===== config.mk =====
export PLATFORM = sky130hd
export DESIGN_NAME = crf_lut_flat
export DESIGN_NICKNAME = d
export VERILOG_FILES = /design/src/rtl/crf_pkg.sv /design/src/rtl/crf_lut_if.sv /design/src/rtl/crf_lut_ram.sv /design/src/rtl/crf_lut.sv /design/src/flat_wrapper.sv
export SDC_FILE = /design/constraint.sdc
export NUM_CORES = 1
export LEC_CHECK = 0
export ABC_AREA = 1
export CAP_MARGIN = 25
export CORE_MARGIN = 2
export CORE_UTILIZATION = 40
export CTS_BUF_LIST = sky130_fd_sc_hd__clkbuf_4
export DETAILED_ROUTE_END_ITERATION = 8
export PLACE_DENSITY = 0.66
export SLEW_MARGIN = 5
export SYNTH_ARGS = -nofsm -noshare
export SYNTH_HDL_FRONTEND = slang
export SYNTH_HIERARCHICAL = 1
export SYNTH_SLANG_ARGS = --single-unit

===== constraint.sdc =====
create_clock -name clk -period 3.58 [get_ports clk]
set_clock_uncertainty 0.1 [all_clocks]
set_input_delay 0.716 -clock clk [delete_from_list [all_inputs] [get_ports clk]]
set_output_delay 0.716 -clock clk [all_outputs]
set_load 0.03 [all_outputs]

===== src/rtl/crf_pkg.sv =====
// Shared types and default sizing for the camera-response-function lookup block.
package crf_pkg;

    typedef enum logic [1:0] {
        ST_BYPASS = 2'd0,
        ST_DRAIN  = 2'd1,
        ST_LOAD   = 2'd2,
        ST_ACTIVE = 2'd3
    } crf_state_e;

    localparam int CRF_PIX_W    = 6;
    localparam int CRF_DATA_W   = 8;
    localparam int CRF_CHANNELS = 3;

    // Channel-select width; never zero so a single-channel build still has a port.
    function automatic int ch_width(input int channels);
        return (channels > 1) ? $clog2(channels) : 1;
    endfunction

endpackage


===== src/rtl/crf_lut_if.sv =====
// Pixel stream, result stream and table-configuration signals of crf_lut.
interface crf_lut_if
    import crf_pkg::*;
#(
    parameter int PIX_W    = CRF_PIX_W,
    parameter int DATA_W   = CRF_DATA_W,
    parameter int CHANNELS = CRF_CHANNELS,
    parameter int CH_W     = ch_width(CHANNELS)
) ();

    // Both streams use valid/ready: a beat transfers on a rising edge where
    // valid && ready; once valid is raised, valid and data hold until it transfers.
    logic                       in_valid;
    logic                       in_ready;
    logic [CHANNELS*PIX_W-1:0]  in_pixel;
    logic                       out_valid;
    logic                       out_ready;
    logic [CHANNELS*DATA_W-1:0] out_data;

    logic                       cfg_start;
    logic                       cfg_wr;
    logic [CH_W-1:0]            cfg_ch;
    logic [PIX_W-1:0]           cfg_addr;
    logic [DATA_W-1:0]          cfg_data;
    logic                       cfg_commit;
    logic                       cfg_busy;
    logic                       cfg_err;

    modport master (
        output in_valid, in_pixel, out_ready,
        output cfg_start, cfg_wr, cfg_ch, cfg_addr, cfg_data, cfg_commit,
        input  in_ready, out_valid, out_data, cfg_busy, cfg_err
    );

    modport slave (
        input  in_valid, in_pixel, out_ready,
        input  cfg_start, cfg_wr, cfg_ch, cfg_addr, cfg_data, cfg_commit,
        output in_ready, out_valid, out_data, cfg_busy, cfg_err
    );

endinterface


===== src/rtl/crf_lut_ram.sv =====
// One channel's curve table: single write port, synchronous read with enable.
module crf_lut_ram #(
    parameter int ADDR_W = 6,
    parameter int DATA_W = 8
) (
    input  logic              clk,
    input  logic              we,
    input  logic [ADDR_W-1:0] waddr,
    input  logic [DATA_W-1:0] wdata,
    input  logic              re,
    input  logic [ADDR_W-1:0] raddr,
    output logic [DATA_W-1:0] rdata
);

    logic [DATA_W-1:0] mem [0:(1<<ADDR_W)-1];

    // No reset on the array: curves survive rst and reloads.
    always_ff @(posedge clk) begin
        if (we) begin
            mem[waddr] <= wdata;
        end
        if (re) begin
            rdata <= mem[raddr];
        end
    end

endmodule


===== src/rtl/crf_lut.sv =====
// Per-channel camera response curve lookup with bypass mode and an in-band
// table reload sequence (drain the output, load entries, commit).
module crf_lut
    import crf_pkg::*;
#(
    parameter int PIX_W    = CRF_PIX_W,
    parameter int DATA_W   = CRF_DATA_W,
    parameter int CHANNELS = CRF_CHANNELS
) (
    input  logic       clk,
    input  logic       rst,
    crf_lut_if.slave   bus,
    output crf_state_e dbg_state
);

    localparam int PAD = DATA_W - PIX_W;

    generate
        if (PIX_W > DATA_W) begin : g_bad_width
            $error("crf_lut: PIX_W must not exceed DATA_W");
        end
    endgenerate

    crf_state_e                 state_q, state_d;
    logic                       out_valid_q;
    logic                       curve_q;
    logic [CHANNELS*DATA_W-1:0] pass_q, pass_d;
    logic [CHANNELS*DATA_W-1:0] rd_data;
    logic                       cfg_err_q;

    logic in_ready, accept, in_load, ch_ok, wr_ok, err_set;

    assign in_ready = ((state_q == ST_BYPASS) || (state_q == ST_ACTIVE))
                      && (!out_valid_q || bus.out_ready);
    assign accept   = bus.in_valid && in_ready;
    assign in_load  = (state_q == ST_LOAD);
    assign ch_ok    = (32'(bus.cfg_ch) < CHANNELS);
    assign wr_ok    = bus.cfg_wr && in_load && ch_ok;
    assign err_set  = (bus.cfg_wr && !wr_ok) || (bus.cfg_commit && !in_load);

    always_comb begin
        state_d = state_q;
        case (state_q)
            ST_BYPASS, ST_ACTIVE: if (bus.cfg_start) state_d = ST_DRAIN;
            ST_DRAIN:             if (!out_valid_q)  state_d = ST_LOAD;
            ST_LOAD:              if (bus.cfg_commit) state_d = ST_ACTIVE;
            default:              state_d = ST_BYPASS;
        endcase
    end

    always_ff @(posedge clk) begin
        if (rst) state_q <= ST_BYPASS;
        else     state_q <= state_d;
    end

    // Left-justify each pixel code into its output lane.
    always_comb begin
        pass_d = '0;
        for (int c = 0; c < CHANNELS; c++) begin
            pass_d[c*DATA_W +: DATA_W] = DATA_W'(bus.in_pixel[c*PIX_W +: PIX_W]) << PAD;
        end
    end

    // curve_q travels with the accepted pixel, so a reload never re-labels a held result.
    always_ff @(posedge clk) begin
        if (rst) begin
            out_valid_q <= 1'b0;
            curve_q     <= 1'b0;
            pass_q      <= '0;
            cfg_err_q   <= 1'b0;
        end else begin
            if (accept) begin
                out_valid_q <= 1'b1;
                curve_q     <= (state_q == ST_ACTIVE);
                pass_q      <= pass_d;
            end else if (bus.out_ready) begin
                out_valid_q <= 1'b0;
            end
            if (err_set) begin
                cfg_err_q <= 1'b1;
            end
        end
    end

    for (genvar c = 0; c < CHANNELS; c++) begin : g_ch
        logic we;
        assign we = wr_ok && (32'(bus.cfg_ch) == c);

        crf_lut_ram #(
            .ADDR_W (PIX_W),
            .DATA_W (DATA_W)
        ) u_ram (
            .clk   (clk),
            .we    (we),
            .waddr (bus.cfg_addr),
            .wdata (bus.cfg_data),
            .re    (accept),
            .raddr (bus.in_pixel[c*PIX_W +: PIX_W]),
            .rdata (rd_data[c*DATA_W +: DATA_W])
        );
    end

    assign bus.in_ready  = in_ready;
    assign bus.out_valid = out_valid_q;
    assign bus.out_data  = curve_q ? rd_data : pass_q;
    assign bus.cfg_busy  = (state_q == ST_DRAIN) || (state_q == ST_LOAD);
    assign bus.cfg_err   = cfg_err_q;
    assign dbg_state     = state_q;

endmodule


===== src/flat_wrapper.sv =====
// flat-port wrapper written by rule: the top's interface ports become plain ports
module crf_lut_flat import crf_pkg::*;
#(
    parameter int PIX_W    = CRF_PIX_W,
    parameter int DATA_W   = CRF_DATA_W,
    parameter int CHANNELS = CRF_CHANNELS
)
  (clk, rst, dbg_state, bus_in_valid, bus_in_pixel, bus_out_ready, bus_cfg_start, bus_cfg_wr, bus_cfg_ch, bus_cfg_addr, bus_cfg_data, bus_cfg_commit, bus_in_ready, bus_out_valid, bus_out_data, bus_cfg_busy, bus_cfg_err);
  crf_lut_if #(.PIX_W(PIX_W), .DATA_W(DATA_W), .CHANNELS(CHANNELS)) bus_i ();
  input  logic clk;
  input  logic rst;
  output crf_state_e dbg_state;
  input wire logic [$bits(bus_i.in_valid)-1:0] bus_in_valid;
  input wire logic [$bits(bus_i.in_pixel)-1:0] bus_in_pixel;
  input wire logic [$bits(bus_i.out_ready)-1:0] bus_out_ready;
  input wire logic [$bits(bus_i.cfg_start)-1:0] bus_cfg_start;
  input wire logic [$bits(bus_i.cfg_wr)-1:0] bus_cfg_wr;
  input wire logic [$bits(bus_i.cfg_ch)-1:0] bus_cfg_ch;
  input wire logic [$bits(bus_i.cfg_addr)-1:0] bus_cfg_addr;
  input wire logic [$bits(bus_i.cfg_data)-1:0] bus_cfg_data;
  input wire logic [$bits(bus_i.cfg_commit)-1:0] bus_cfg_commit;
  output wire logic [$bits(bus_i.in_ready)-1:0] bus_in_ready;
  output wire logic [$bits(bus_i.out_valid)-1:0] bus_out_valid;
  output wire logic [$bits(bus_i.out_data)-1:0] bus_out_data;
  output wire logic [$bits(bus_i.cfg_busy)-1:0] bus_cfg_busy;
  output wire logic [$bits(bus_i.cfg_err)-1:0] bus_cfg_err;
  assign bus_i.in_valid = bus_in_valid;
  assign bus_i.in_pixel = bus_in_pixel;
  assign bus_i.out_ready = bus_out_ready;
  assign bus_i.cfg_start = bus_cfg_start;
  assign bus_i.cfg_wr = bus_cfg_wr;
  assign bus_i.cfg_ch = bus_cfg_ch;
  assign bus_i.cfg_addr = bus_cfg_addr;
  assign bus_i.cfg_data = bus_cfg_data;
  assign bus_i.cfg_commit = bus_cfg_commit;
  assign bus_in_ready = bus_i.in_ready;
  assign bus_out_valid = bus_i.out_valid;
  assign bus_out_data = bus_i.out_data;
  assign bus_cfg_busy = bus_i.cfg_busy;
  assign bus_cfg_err = bus_i.cfg_err;
  crf_lut #(.PIX_W(PIX_W), .DATA_W(DATA_W), .CHANNELS(CHANNELS)) u_core (.clk(clk), .rst(rst), .bus(bus_i), .dbg_state(dbg_state));
endmodule

==> reports/summary.txt <==
Synthesized cell area - 65600 um^2
Minimum clock period - 3470 ps
Max-cap check violation count - 0
WP data arrival - 2650 ps
Commonest non-fill, non-tap cells in the layout - nand2_1, edfxtp_1, nand3_1
First-pass GRT wire length - 260000 um
Post-Synthesis Mean Instance Area - 11.6 um^2
Crit path max-delay cell type - dfxtp_4
Final setup fails - 0
Initial antenna violation count - 2
CTS Buffer Depth - 4
Setup TNS - 0 ps
Area Overhead vs Synth - 13.7%
TritonCTS clock tree - done
Worst Path Buf+Inv - 2
Fin crit share - 96.9%
DR DRC count - 0
DIE HEIGHT - 409 um
Final nets - 6153
FF-to-FF Start - u_core/dbg_state[0]
Hold WC Path Type - in2reg
Critical Path Start Type - flip-flop
Final instance count without filler cells - 8567
Num CTS Buffers - 407
PortBufs - 70
Routed Antenna Nets - 0
I/O Pins - 71
Number of vias per cell - 5.27
Detail Placement HPWL - 103000 um
Die area - 167000 um^2
Launch point of the worst path - u_core/curve_q
Core area - 163000 um^2
Slew margin rel. - 35.1%
Placed insts - 7848
Aggregate global routing overflow - 0
Vias in the first global route - 43700
Clock root buffer - clkbuf_4
Avg WL per Cell - 20.1 um
Final estimated routing congestion in global placement - 0.892
CTS H-tree lvls - 5
Fin area - 74600 um^2
First drt pass iteration count - 6
Die width - 409 um
Leakage - 27.7 nW
Area post-placement - 69300 um^2
Netlist cell types - 22
Gate Count Post-Synth - 5634
Status - complete, no violations
GRT Util Overall - 20.3%
Data required time of the worst path - 2760 ps
Min-Delay Startpoint - bus_in_pixel[2]
Synth Warn # - 6
Most common cell after layout, fill and taps aside - nand2_1
Clock transition at path regs - 60 ps
Total wire length - 173000 um
Via Count - 45200
Pin count of the biggest net entering global routing - 141
1st-iter DRT viols - 5013
Max Slew Vio Count - 0
Pwr dens - 528 nW/um^2
Critical path, cell by cell - buf_4 -> o21ai_1 -> clkdlybuf4s15_2
Initial core utilization - 40.3%
Seq/Total Area, Yosys - 72.2%
Crit Path Category - reg2out
Worst-path fanout max - 6
Final Power - 0.0394 W
Share of cells above drive strength 1 - 15.1%
Clk sinks - 1583
CP top delay family - buffers and inverters
Worst-margin pin slew - 969 ps
Fin Hold WS - 145 ps
Number of storage elements in the synthesis netlist - 1583
Worst-Skew Late Latency - 1310 ps
Maximum vdd drop - 633 uV
Slowest stage delay, CP - 390 ps
Fin. Hold Viols - 0
Synthesized net count - 5678
Max Fclk - 288 MHz
Worst setup EP type - output pin
Rows - 148
final timing paths:
kind	to	slack, ps	depth (start not counted)
setup / recovery	bus_out_data[12]	110	3
hold / removal	u_core/pass_q[4]	150	4
setup reg to reg	u_core/g_ch[2].u_ram/mem[21][6]	710	7
hold reg to reg	u_core/pass_q[3]	420	4
repair_timing:
item / in CTS / in global routing
setup endpoints to repair: 26 / 1
pin swaps: 0 / 0
hold buffers: 22 / 0
resized for setup: 45 / 1
endpoints found under the hold margin: 933 / 0
buffers inserted: 3 / 0
Yosys cell counts:
cell      instances  area (um^2)
inv_2             3         11.3
buf_4            44          330
buf_2           115          576
clkbuf_2          1         5.00
inv_1            70          263
inv_6             3         26.3
nand2_1        2017         7570
clkbuf_1         47          176
nor3_1            1         5.00
buf_6           107         1200
nor2_1          208          781
buf_8             6         90.1
buf_1            30          113
nand4_1          29          181
dfxtp_1          23          460
nor4_1           26          163
o21ai_0          19         95.1
a21oi_1           3         15.0
edfxtp_1       1560        46800
ha_1              3         37.5
nand3_2           1         10.0
nand3_1        1318         6600
where the power goes:
group	switching [W]	total, W	leakage, nW	internal (W)
combinational	0.00283	0.00386	10.5	0.00103
sequential	0.000132	0.0207	14.2	0.0206
clock	0.00701	0.0148	2.94	0.00778
total	0.00997	0.0394	27.7	0.0294
cell type report:
type                       instances  area (um^2)
clock inverter                   105          576
timing repair buffer             416         3820
sequential                      1583        47300
fill                           14800        88200
clock buffer                     577         4330
antenna                           10         25.0
multi-input combinational       3625        15500
tap                             2175         2720
inverter                          76          308
metal layers:
metal  track usage [%]  vias up  routed length, um
met5                 0        -                  0
met4              7.46        0               4740
met3              4.10      354              16100
met2              31.7     2302              79700
met1              28.1    21600              72000
li1                  -    20900                  -
tightest hold or removal path, cell delays in order:
cell and delay, ps:
buf_2 120, buf_4 370, nor2_1 190, nor2_1 60
state kept, by name, summed over array words and instances, names as in the netlist:
name                     count
u_core/bus.cfg_err           1
u_core/g_ch.u_ram/mem     1536
u_core/dbg_state             2
u_core/pass_q               18
u_core/curve_q               1
u_core/g_ch.u_ram/rdata     24
u_core/bus.out_valid         1
cells by family after synthesis:
family / synth area share (%)
flip-flops: 72.2
AND/OR/NAND/NOR: 23.4
AO/OA/AOI/OAI: 0.168
buffers and inverters: 4.26
adder cells (fa/ha/maj): 0.0573
through the flow:
stage / setup slack [ps] / util (%)
global route: -11.7 / 45.8
CTS: 4.38 / 45.8
floorplan: 619 / -
detailed placement: 146 / 42.6
finish: 112 / 45.8
global placement: 48.5 / 42.6
(Power assumes the default switching activity.)
